## src/rtl/set_bit_pkg.sv

```systemverilog
// Shared types and helpers for the set-bit serializer.
package set_bit_pkg;

  typedef enum logic {
    IDLE = 1'b0,
    EMIT = 1'b1
  } state_e;

  function automatic int idx_w(input int width);
    return $clog2(width);
  endfunction

endpackage

```

## src/rtl/set_bit_serializer_lsb_onehot.sv

```systemverilog
// Lowest-set-bit finder: one-hot mask, binary index and a non-zero flag.
module lsb_onehot
  import set_bit_pkg::*;
#(
  parameter int WIDTH = 12,
  localparam int IDXW = idx_w(WIDTH)
) (
  input  logic [WIDTH-1:0] vec,
  output logic [WIDTH-1:0] onehot,
  output logic [IDXW-1:0]  idx,
  output logic             any
);

  // Two's-complement trick isolates the lowest set bit.
  always_comb begin
    onehot = vec & (~vec + WIDTH'(1));
    any    = |vec;
  end

  // Scan from the top down so the lowest set bit writes last and wins.
  always_comb begin
    idx = '0;
    for (int i = WIDTH - 1; i >= 0; i--) begin
      if (vec[i]) idx = IDXW'(i);
    end
  end

endmodule

```

## src/rtl/set_bit_serializer.sv

```systemverilog
// Serializes a request vector into one back-pressurable beat per set bit,
// scanning from the LSB upward.
//
//   state | meaning
//   IDLE  | waiting for a vector; in_ready_o=1, no beat presented
//   EMIT  | presenting the lowest remaining set bit of pending as a beat
module set_bit_serializer
  import set_bit_pkg::*;
#(
  parameter int WIDTH = 12,
  localparam int IDXW = idx_w(WIDTH)
) (
  input  logic             clk,
  input  logic             resetn,
  input  logic             in_valid_i,
  output logic             in_ready_o,
  input  logic [WIDTH-1:0] vec_i,
  output logic             out_valid_o,
  input  logic             out_ready_i,
  output logic [WIDTH-1:0] out_onehot_o,
  output logic [IDXW-1:0]  out_idx_o,
  output logic [IDXW-1:0]  out_seq_o,
  output logic             out_last_o
);

  state_e           state;
  state_e           state_next;
  logic [WIDTH-1:0] pending;
  logic [IDXW-1:0]  seq;

  logic [WIDTH-1:0] low_onehot;
  logic [IDXW-1:0]  low_idx;
  logic             low_any;
  logic             low_last;
  logic             beat_fire;
  logic             accept;

  lsb_onehot #(.WIDTH(WIDTH)) u_lsb (
    .vec    (pending),
    .onehot (low_onehot),
    .idx    (low_idx),
    .any    (low_any)
  );

  // Handshake qualifiers shared by the FSM and the datapath.
  always_comb begin
    low_last  = ((pending & ~low_onehot) == '0);
    beat_fire = (state == EMIT) && out_ready_i;
    accept    = in_valid_i && in_ready_o;
  end

  // State register.
  always_ff @(posedge clk) begin
    if (!resetn) state <= IDLE;
    else         state <= state_next;
  end

  // Next-state logic; a vector accepted on the last beat chains straight into EMIT.
  always_comb begin
    state_next = state;
    case (state)
      IDLE: begin
        if (accept && (vec_i != '0)) state_next = EMIT;
      end
      EMIT: begin
        if (beat_fire && low_last) begin
          if (accept && (vec_i != '0)) state_next = EMIT;
          else                         state_next = IDLE;
        end
      end
      default: state_next = IDLE;
    endcase
  end

  // Output logic; beat fields are forced to zero outside EMIT.
  always_comb begin
    out_valid_o  = 1'b0;
    out_onehot_o = '0;
    out_idx_o    = '0;
    out_seq_o    = '0;
    out_last_o   = 1'b0;
    in_ready_o   = 1'b0;
    case (state)
      IDLE: in_ready_o = 1'b1;
      EMIT: begin
        out_valid_o  = low_any;
        out_onehot_o = low_onehot;
        out_idx_o    = low_idx;
        out_seq_o    = seq;
        out_last_o   = low_last;
        in_ready_o   = out_ready_i && low_last;
      end
      default: in_ready_o = 1'b0;
    endcase
  end

  // Pending bits and beat ordinal; a new vector takes priority over clearing the old bit.
  always_ff @(posedge clk) begin
    if (!resetn) begin
      pending <= '0;
      seq     <= '0;
    end else if (accept) begin
      pending <= vec_i;
      seq     <= '0;
    end else if (beat_fire) begin
      pending <= pending & ~low_onehot;
      seq     <= seq + IDXW'(1);
    end
  end

endmodule

```

## config.mk

```make
export PLATFORM = sky130hd
export DESIGN_NAME = set_bit_serializer
export DESIGN_NICKNAME = d
export VERILOG_FILES = /design/src/rtl/set_bit_pkg.sv /design/src/rtl/set_bit_serializer_lsb_onehot.sv /design/src/rtl/set_bit_serializer.sv
export SDC_FILE = /design/constraint.sdc
export NUM_CORES = 1
export LEC_CHECK = 0
export CAP_MARGIN = 25
export CORE_MARGIN = 5
export CORE_UTILIZATION = 28
export CTS_BUF_LIST = sky130_fd_sc_hd__clkbuf_4 sky130_fd_sc_hd__clkbuf_8 sky130_fd_sc_hd__clkbuf_16
export CTS_CLUSTER_SIZE = 30
export DETAILED_ROUTE_END_ITERATION = 8
export PLACE_DENSITY = 0.65
export SLEW_MARGIN = 20
export SYNTH_ARGS = -nofsm -noshare
export SYNTH_HDL_FRONTEND = slang
export SYNTH_SLANG_ARGS = --single-unit
```

## constraint.sdc

```tcl
create_clock -name clk -period 2.5 [get_ports clk]
set_input_delay 0.25 -clock clk [delete_from_list [all_inputs] [get_ports clk]]
set_output_delay 0.25 -clock clk [all_outputs]
set_load 0.02 [all_outputs]
```

After elaboration in Yosys (flattened, before gate mapping):

Index checks and enable logic that the tools add are counted.

* $add $sub $neg: 2
* mux-type cells: 23
* bitwise operators: 6
* reduce and logical (&&, ||, !) cells: 10

Operators with widths (count)
* $mux 4: 14
* $mux 12: 3
* $and 12x12->12: 2
* $not 12->12: 2
* $add 12x1->12 const B: 1
* $logic_not 12->1: 1
* $reduce_bool 12->1: 1
* $reduce_or 12->1: 1
* $logic_and 1x1->1: 5
* $add 4x1->4 const B: 1
* $mux 1: 4
* $pmux 1 s2: 2
* $not 1->1: 2
* $reduce_bool 2->1: 1
* $reduce_or 2->1: 1

* register bits after elaboration: 17
* input bits: 16
* output and inout port bits: 23
* word-level logic and storage cells: 44

Logic depth before layout (Yosys ltp):

* word-level depth: 13
* depth in mapped cells: 9
* depth with buffers taken out: 6

Cells and area by module:

From an unflattened synthesis, not the netlist that was laid out.

* cell total of the unflattened synthesis: 145
* area total of the unflattened synthesis: 1173.6 um2

Modules (own cells, without submodules)
* set_bit_serializer: times used 1, cells an instance 108, area each 940.9 um2, seq. area each 340.3 um2
* lsb_onehot: times used 1, cells an instance 37, area each 232.7 um2, seq. area each 0.0 um2

Worst setup path after synthesis:

OpenSTA, ideal clock, no wires.

* path type: flip-flop to flip-flop
* start: register pending[0]
* end: register state
* library setup time: 0.153 ns
* data arrival time: 2.017 ns
* data required time: 2.347 ns
* path slack: 0.330 ns
* stages on the path, launching flop included: 8
* buffers on the path: 1
* clock period less this slack: 2.170 ns
* cell sequence: dfxtp_1 buf_6 nor4_4 a31oi_1 a2111oi_2 nand3_1 o21ai_0 a21oi_1

* longest elaborated chain between the ends: 13
* elaborated cells on any way between the ends: 14
* classes of those cells: add/sub: 1; mux: 4; bitwise: 4; reduce/logical: 5

RTL lines
* start, declared: RTL line set_bit_serializer.sv:28 `logic [WIDTH-1:0] pending;`
* start signal, assigned: RTL line set_bit_serializer.sv:103 `pending <= vec_i;`
* start signal, assigned: RTL line set_bit_serializer.sv:106 `pending <= pending & ~low_onehot;`
* $not 12->12: RTL line set_bit_serializer_lsb_onehot.sv:16 `onehot = vec & (~vec + WIDTH'(1));`
* $add 12x1->12: RTL line set_bit_serializer_lsb_onehot.sv:16
* $and 12x12->12: RTL line set_bit_serializer_lsb_onehot.sv:16
* $not 12->12: RTL line set_bit_serializer.sv:47 `low_last = ((pending & ~low_onehot) == '0);`
* $and 12x12->12 *: RTL line set_bit_serializer.sv:47
* $logic_not 12->1 *: RTL line set_bit_serializer.sv:47
* $logic_and 1x1->1 *: RTL line set_bit_serializer.sv:91 `in_ready_o = out_ready_i && low_last;`
* $pmux 1 s2 *: RTL line set_bit_serializer.sv:83 `case (state)`
* named net in_ready_o: RTL line set_bit_serializer.sv:16 `output logic in_ready_o,`
* $logic_and 1x1->1 *: RTL line set_bit_serializer.sv:49 `accept = in_valid_i && in_ready_o;`
* $logic_and 1x1->1 *: RTL line set_bit_serializer.sv:63, set_bit_serializer.sv:67
* $mux 1 *: RTL line set_bit_serializer.sv:63, set_bit_serializer.sv:67
* $mux 1: RTL line set_bit_serializer.sv:66 `if (beat_fire && low_last) begin`
* $pmux 1 s2 *: RTL line set_bit_serializer.sv:61 `case (state)`
* end signal, assigned: RTL line set_bit_serializer.sv:55 `else state <= state_next;`
* end, declared: RTL line set_bit_serializer.sv:26 `state_e state;`

Mark *: on every way through the listed nets, which the timed path passes. The rest lies on a longest branch.
A chain may end at the register's enable or synchronous reset.

Final worst setup path:

* start: register pending[2]
* end: output port out_onehot_o[7]

* longest elaborated chain between the ends: 4

RTL lines
* $not 12->12: RTL line set_bit_serializer_lsb_onehot.sv:16
* $add 12x1->12: RTL line set_bit_serializer_lsb_onehot.sv:16
* $and 12x12->12: RTL line set_bit_serializer_lsb_onehot.sv:16
* $mux 12: RTL line set_bit_serializer.sv:83
* end, declared: RTL line set_bit_serializer.sv:20 `output logic [WIDTH-1:0] out_onehot_o,`

No other way between the ends.

==> flow_results.org <==
** Routing
- In this run the remaining antenna-violating nets after routing total 0.
- The first detailed-routing pass took 4 iterations.
- Residual DRC :: 0
- Detailed routing inserted a total of 1,314 vias.
- First DRT Iteration DRCs :: 46
- Summed over all layers, the routed wires come to ~3400 µm.
- Average via count per standard cell :: 5.073
- Routed wire length per instance :: 13.04 µm

** Setup path
- Count of buffering cells on the critical path with inverters included :: 2
- Reg2Reg Capture Point :: seq[1]
- Critical path depth :: 5
- Data arrival at the endpoint of the critical path :: 2.06 ns
- Critical Path Start Type :: flop
- Maximum fanout along the worst path :: 9
- Cells on worst reg2reg path :: 9
- The worst register-to-register path has a setup slack of 0.44 ns.
- Peak per-stage delay on the critical path :: approximately 0.6 ns
- At the worst endpoint, the required time is 2.25 ns.
- Element type at the critical path end :: primary output
- In this run the worst setup path terminates at out_onehot_o[7].
- Traced cell by cell, the critical path runs through nor4_4, buf_4, and2_1, and3_1, clkdlybuf4s50_1.
- In this run the worst setup path begins at pending[2].
- By startpoint and endpoint, the worst setup path is classified as flop to primary output.
- Launching point of the worst reg2reg path :: pending[4]
- The slowest stage of the critical path is the sky130_fd_sc_hd__clkdlybuf4s50_1 cell.
- Largest delay share family, worst path :: buffers and inverters

** Logic synthesis
- Area of the mapped netlist :: 0.001255 mm²
- Of the synthesized area, sequential elements account for 0.2712.
- In the synthesized netlist the async set-or-reset flop fraction comes to 0.
- Dominant cell type by area after synthesis :: sky130_fd_sc_hd__dfxtp_1
- Gate Count Post-Synth :: 159
- After synthesis the netlist holds a flip-flop and latch count of 17.
- Yosys printed 0 warnings.
- Compound-Gate Fraction of Synth Area :: 0.2223
- Each instance of the synthesized netlist takes up on average 7.893 µm².
- Among all flip-flop cells after synthesis, the most frequent one is sky130_fd_sc_hd__dfxtp_1.
- By count the netlist is led by 19 x sky130_fd_sc_hd__nand3_1, 17 x sky130_fd_sc_hd__dfxtp_1, 11 x sky130_fd_sc_hd__nand2_1, 11 x sky130_fd_sc_hd__nor2_1.
- Counting distinct cell types in the post-synthesis netlist gives 37.
- Xor/xnor cell area share of the yosys netlist :: 0.02094
- Share of the synthesized area in the top cell type :: 0.2712
- When the netlist entered floorplanning its net count stood at 176.
- Among all cell types in the netlist, the one instantiated most often is sky130_fd_sc_hd__nand3_1.
- Dominant combinational cell family by area after synthesis :: simple AND/OR/NAND/NOR gates
- Of the total synthesized cell area, the portion taken by full adders, half adders and majority gates is 0.01795.
- Simple-gate share of the synthesized area :: 0.3490
- In the post-synthesis netlist, the biggest area contributors are sky130_fd_sc_hd__dfxtp_1 27%, sky130_fd_sc_hd__nand3_1 7.6%, sky130_fd_sc_hd__o21ai_2 5.6%.
- Fraction of synthesized area in multiplexers :: 0
- Yosys mapped a number of flops with a built-in enable equal to 0.

** Global routing
- Across every metal layer, demand over resource in global routing totals 0.1159.
- Maximum number of pins on one net before global-route repair :: 26
- First-pass GRT wire length :: around 5600 µm
- The via count of the first global-routing pass is 1,187.
- The number of antenna violations at the first check in global routing is 0.
- Overall overflow remaining after global route :: 0

** STA
- Headroom to the max-slew limit came out at 0.7029.
- The final hold violation count was 0.
- Minimum hold slack :: 0.4889 ns
- Setup violations remaining at the end of the flow were counted as 0.
- The number of pins with negative max-slew slack in the final report was 0.
- Setup total negative slack on the finished layout was measured at 0 ns.
- Fraction of the cycle the final worst path needs :: 0.9236
- For the pin with the worst max-slew slack, the measured transition is 0.4400 ns.
- Setup repair after global routing could not meet its margin everywhere.
- Time the final worst path needs with I/O delays and setup :: 2.309 ns
- The clock arrives with 0.006730 ns of skew.
- Maximum clock frequency :: 0.4331 GHz

** Floorplan
- Die ar. :: 0.005921 mm²
- Die X :: 76.95 µm
- The floorplan has 24 rows.
- The initial utilization of the core area, before any placement, comes to 0.2882.
- Die Y :: between 70 and 80 µm
- After floorplanning, the core was sized to cover roughly 0.0044 mm².
- Top-level I/O count :: 39

** Power
- Internal power :: 590.6 µW
- The design draws 920.1 µW.
- Relative contribution of sequential cells to total power :: 0.348
- Power Dens Cells :: 514.6 mW/mm²
- Of the total power, the clock network draws 0.228.
- Fraction of power consumed by combinational cells :: 0.424
- For this design the total switching power over the nets is 329.6 µW.
- Fraction of power spent switching nets :: 0.3582
- Across the VDD grid, the largest voltage drop is between 150 and 200 µV.
- Leakage power summed over all cells :: between 0.7 and 0.8 nW

** Final layout
- Antenna diode count :: 0
- For this run, the share of the core covered by cells in the final layout is 0.4106.
- Synth-to-layout area growth :: 42.47%
- # fillers :: 453
- Post-layout net count :: 225
- Ratio of cells with drive above 1 in the final layout :: 0.2077

** Placed design
- Final Wtd Congestion :: about 0.88
- Number of port buffers :: 38
- After legalization and detailed placement, the total HPWL measured 2707 µm.

** CTS
- Counting the buffers created by CTS gives 3.
- Counting every sink on the clock net gives 17.
- TritonCTS built the clock tree.
- Deepest clock path buffer count :: 2
- Setup Buffers After CTS :: 0
- In this run the number of H-tree levels came out at 1.
- Cell chosen for the clock root :: sky130_fd_sc_hd__clkbuf_8
- Clock input transition at the sequential cells of the worst setup and hold paths :: 0.06 ns
- Worst skew pair latency :: between 0.2 and 0.3 ns

** Min path
- Path type of the worst min-delay path :: flop to flop
- Startpoint of the tightest hold check path :: seq[1]

** Run
- Across the run, the number of max-cap violations was 0.

** Outcome
- The flow ran to the end, and the final reports show no timing, DRC or antenna violations.
[state kept, by name, indices dropped and copies added (netlist names)]
| name | flops |
|---|---|
| pending | 12 |
| seq | 4 |
| state | 1 |
[metrics by stage]
step,setup WS [ns],instance area (µm²),instances
floorplan,0.3304,1255,159
global placement,0.006120,1744,255
detailed placement,-0.06952,1744,255
CTS,0.008305,1792,259
global route,-0.002131,1788,259
finish,0.1911,1788,259
[how the worst min path moves through the flow]
stage,slack [ns],endpoint,cells past startpoint
5_1_grt,0.52,seq[1],2
3_5_place_dp,0.48,seq[1],2
6_report,0.49,seq[1],2
2_1_floorplan,0.37,pending[3],2
4_1_cts,0.49,seq[1],2
3_3_place_gp,0.48,seq[1],2
[power groups by stage]
stage	registers (mW)	logic, mW	clock network, mW
global route	0.323	0.431	0.229
finish	0.321	0.390	0.210
floorplan	0.320	0.253	0
detailed placement	0.325	0.396	0
global placement	0.325	0.395	0
CTS	0.319	0.393	0.217
[kinds of logic after synthesis]
kind of cell               count (synthesis)
DFF                                       17
adders and majority gates                  2
xor gates and xnor gates                   3
buffers and inverters                     22
AOI/OAI and AO/OA                         38
and+or+nand+nor                           77
[cell type report]
type	count	area (µm²)	share of cell area
flip-flops and latches	17	340.3	0.1903
well taps	52	65.06	0.03639
clock inverters	1	5.005	0.002799
inverters	8	30.03	0.01680
repair buffers	58	534.3	0.2988
clock buffers	3	41.29	0.02309
multi-input cells	120	772.0	0.4318
[cells in the final DEF (no fill, tap or decap), types with 3 or more instances in the layout]
cell	netlist	layout
sky130_fd_sc_hd__clkdlybuf4s50_1	0	31
sky130_fd_sc_hd__nand3_1	19	19
sky130_fd_sc_hd__buf_4	0	19
sky130_fd_sc_hd__dfxtp_1	17	17
sky130_fd_sc_hd__nor2_1	11	11
sky130_fd_sc_hd__nand2_1	11	11
sky130_fd_sc_hd__inv_1	8	8
sky130_fd_sc_hd__nor3_1	8	8
sky130_fd_sc_hd__o21ai_2	8	8
sky130_fd_sc_hd__a21oi_1	6	6
sky130_fd_sc_hd__and2_1	6	6
sky130_fd_sc_hd__and3_1	6	6
sky130_fd_sc_hd__o21ai_0	6	5
sky130_fd_sc_hd__nor4_1	5	4
sky130_fd_sc_hd__o211ai_1	4	4
sky130_fd_sc_hd__a31oi_1	3	3
sky130_fd_sc_hd__clkbuf_8	2	3
sky130_fd_sc_hd__dlygate4sd2_1	0	3
[worst reg2reg max path: cells and delay by family (launching register included)]
kind,cells,cell delay (ns)
compound gates,4,0.56
simple gates,2,0.50
flops,1,0.46
buf+inv,3,0.45
[metal layers]
metal	track usage	vias up	wire, µm
li1	-	680	-
met1	0.1696	589	1630
met2	0.1655	42	1421
met3	0.03044	3	301
met4	0.03147	0	25
met5	0	-	0
[timing repair]
action | in CTS | in global routing
hold buffers | 0 | 0
pin swaps | 0 | 4
gates resized for setup | 7 | 6
endpoints found under the setup margin | 5 | 4
Power figures use the tool's default switching activity.
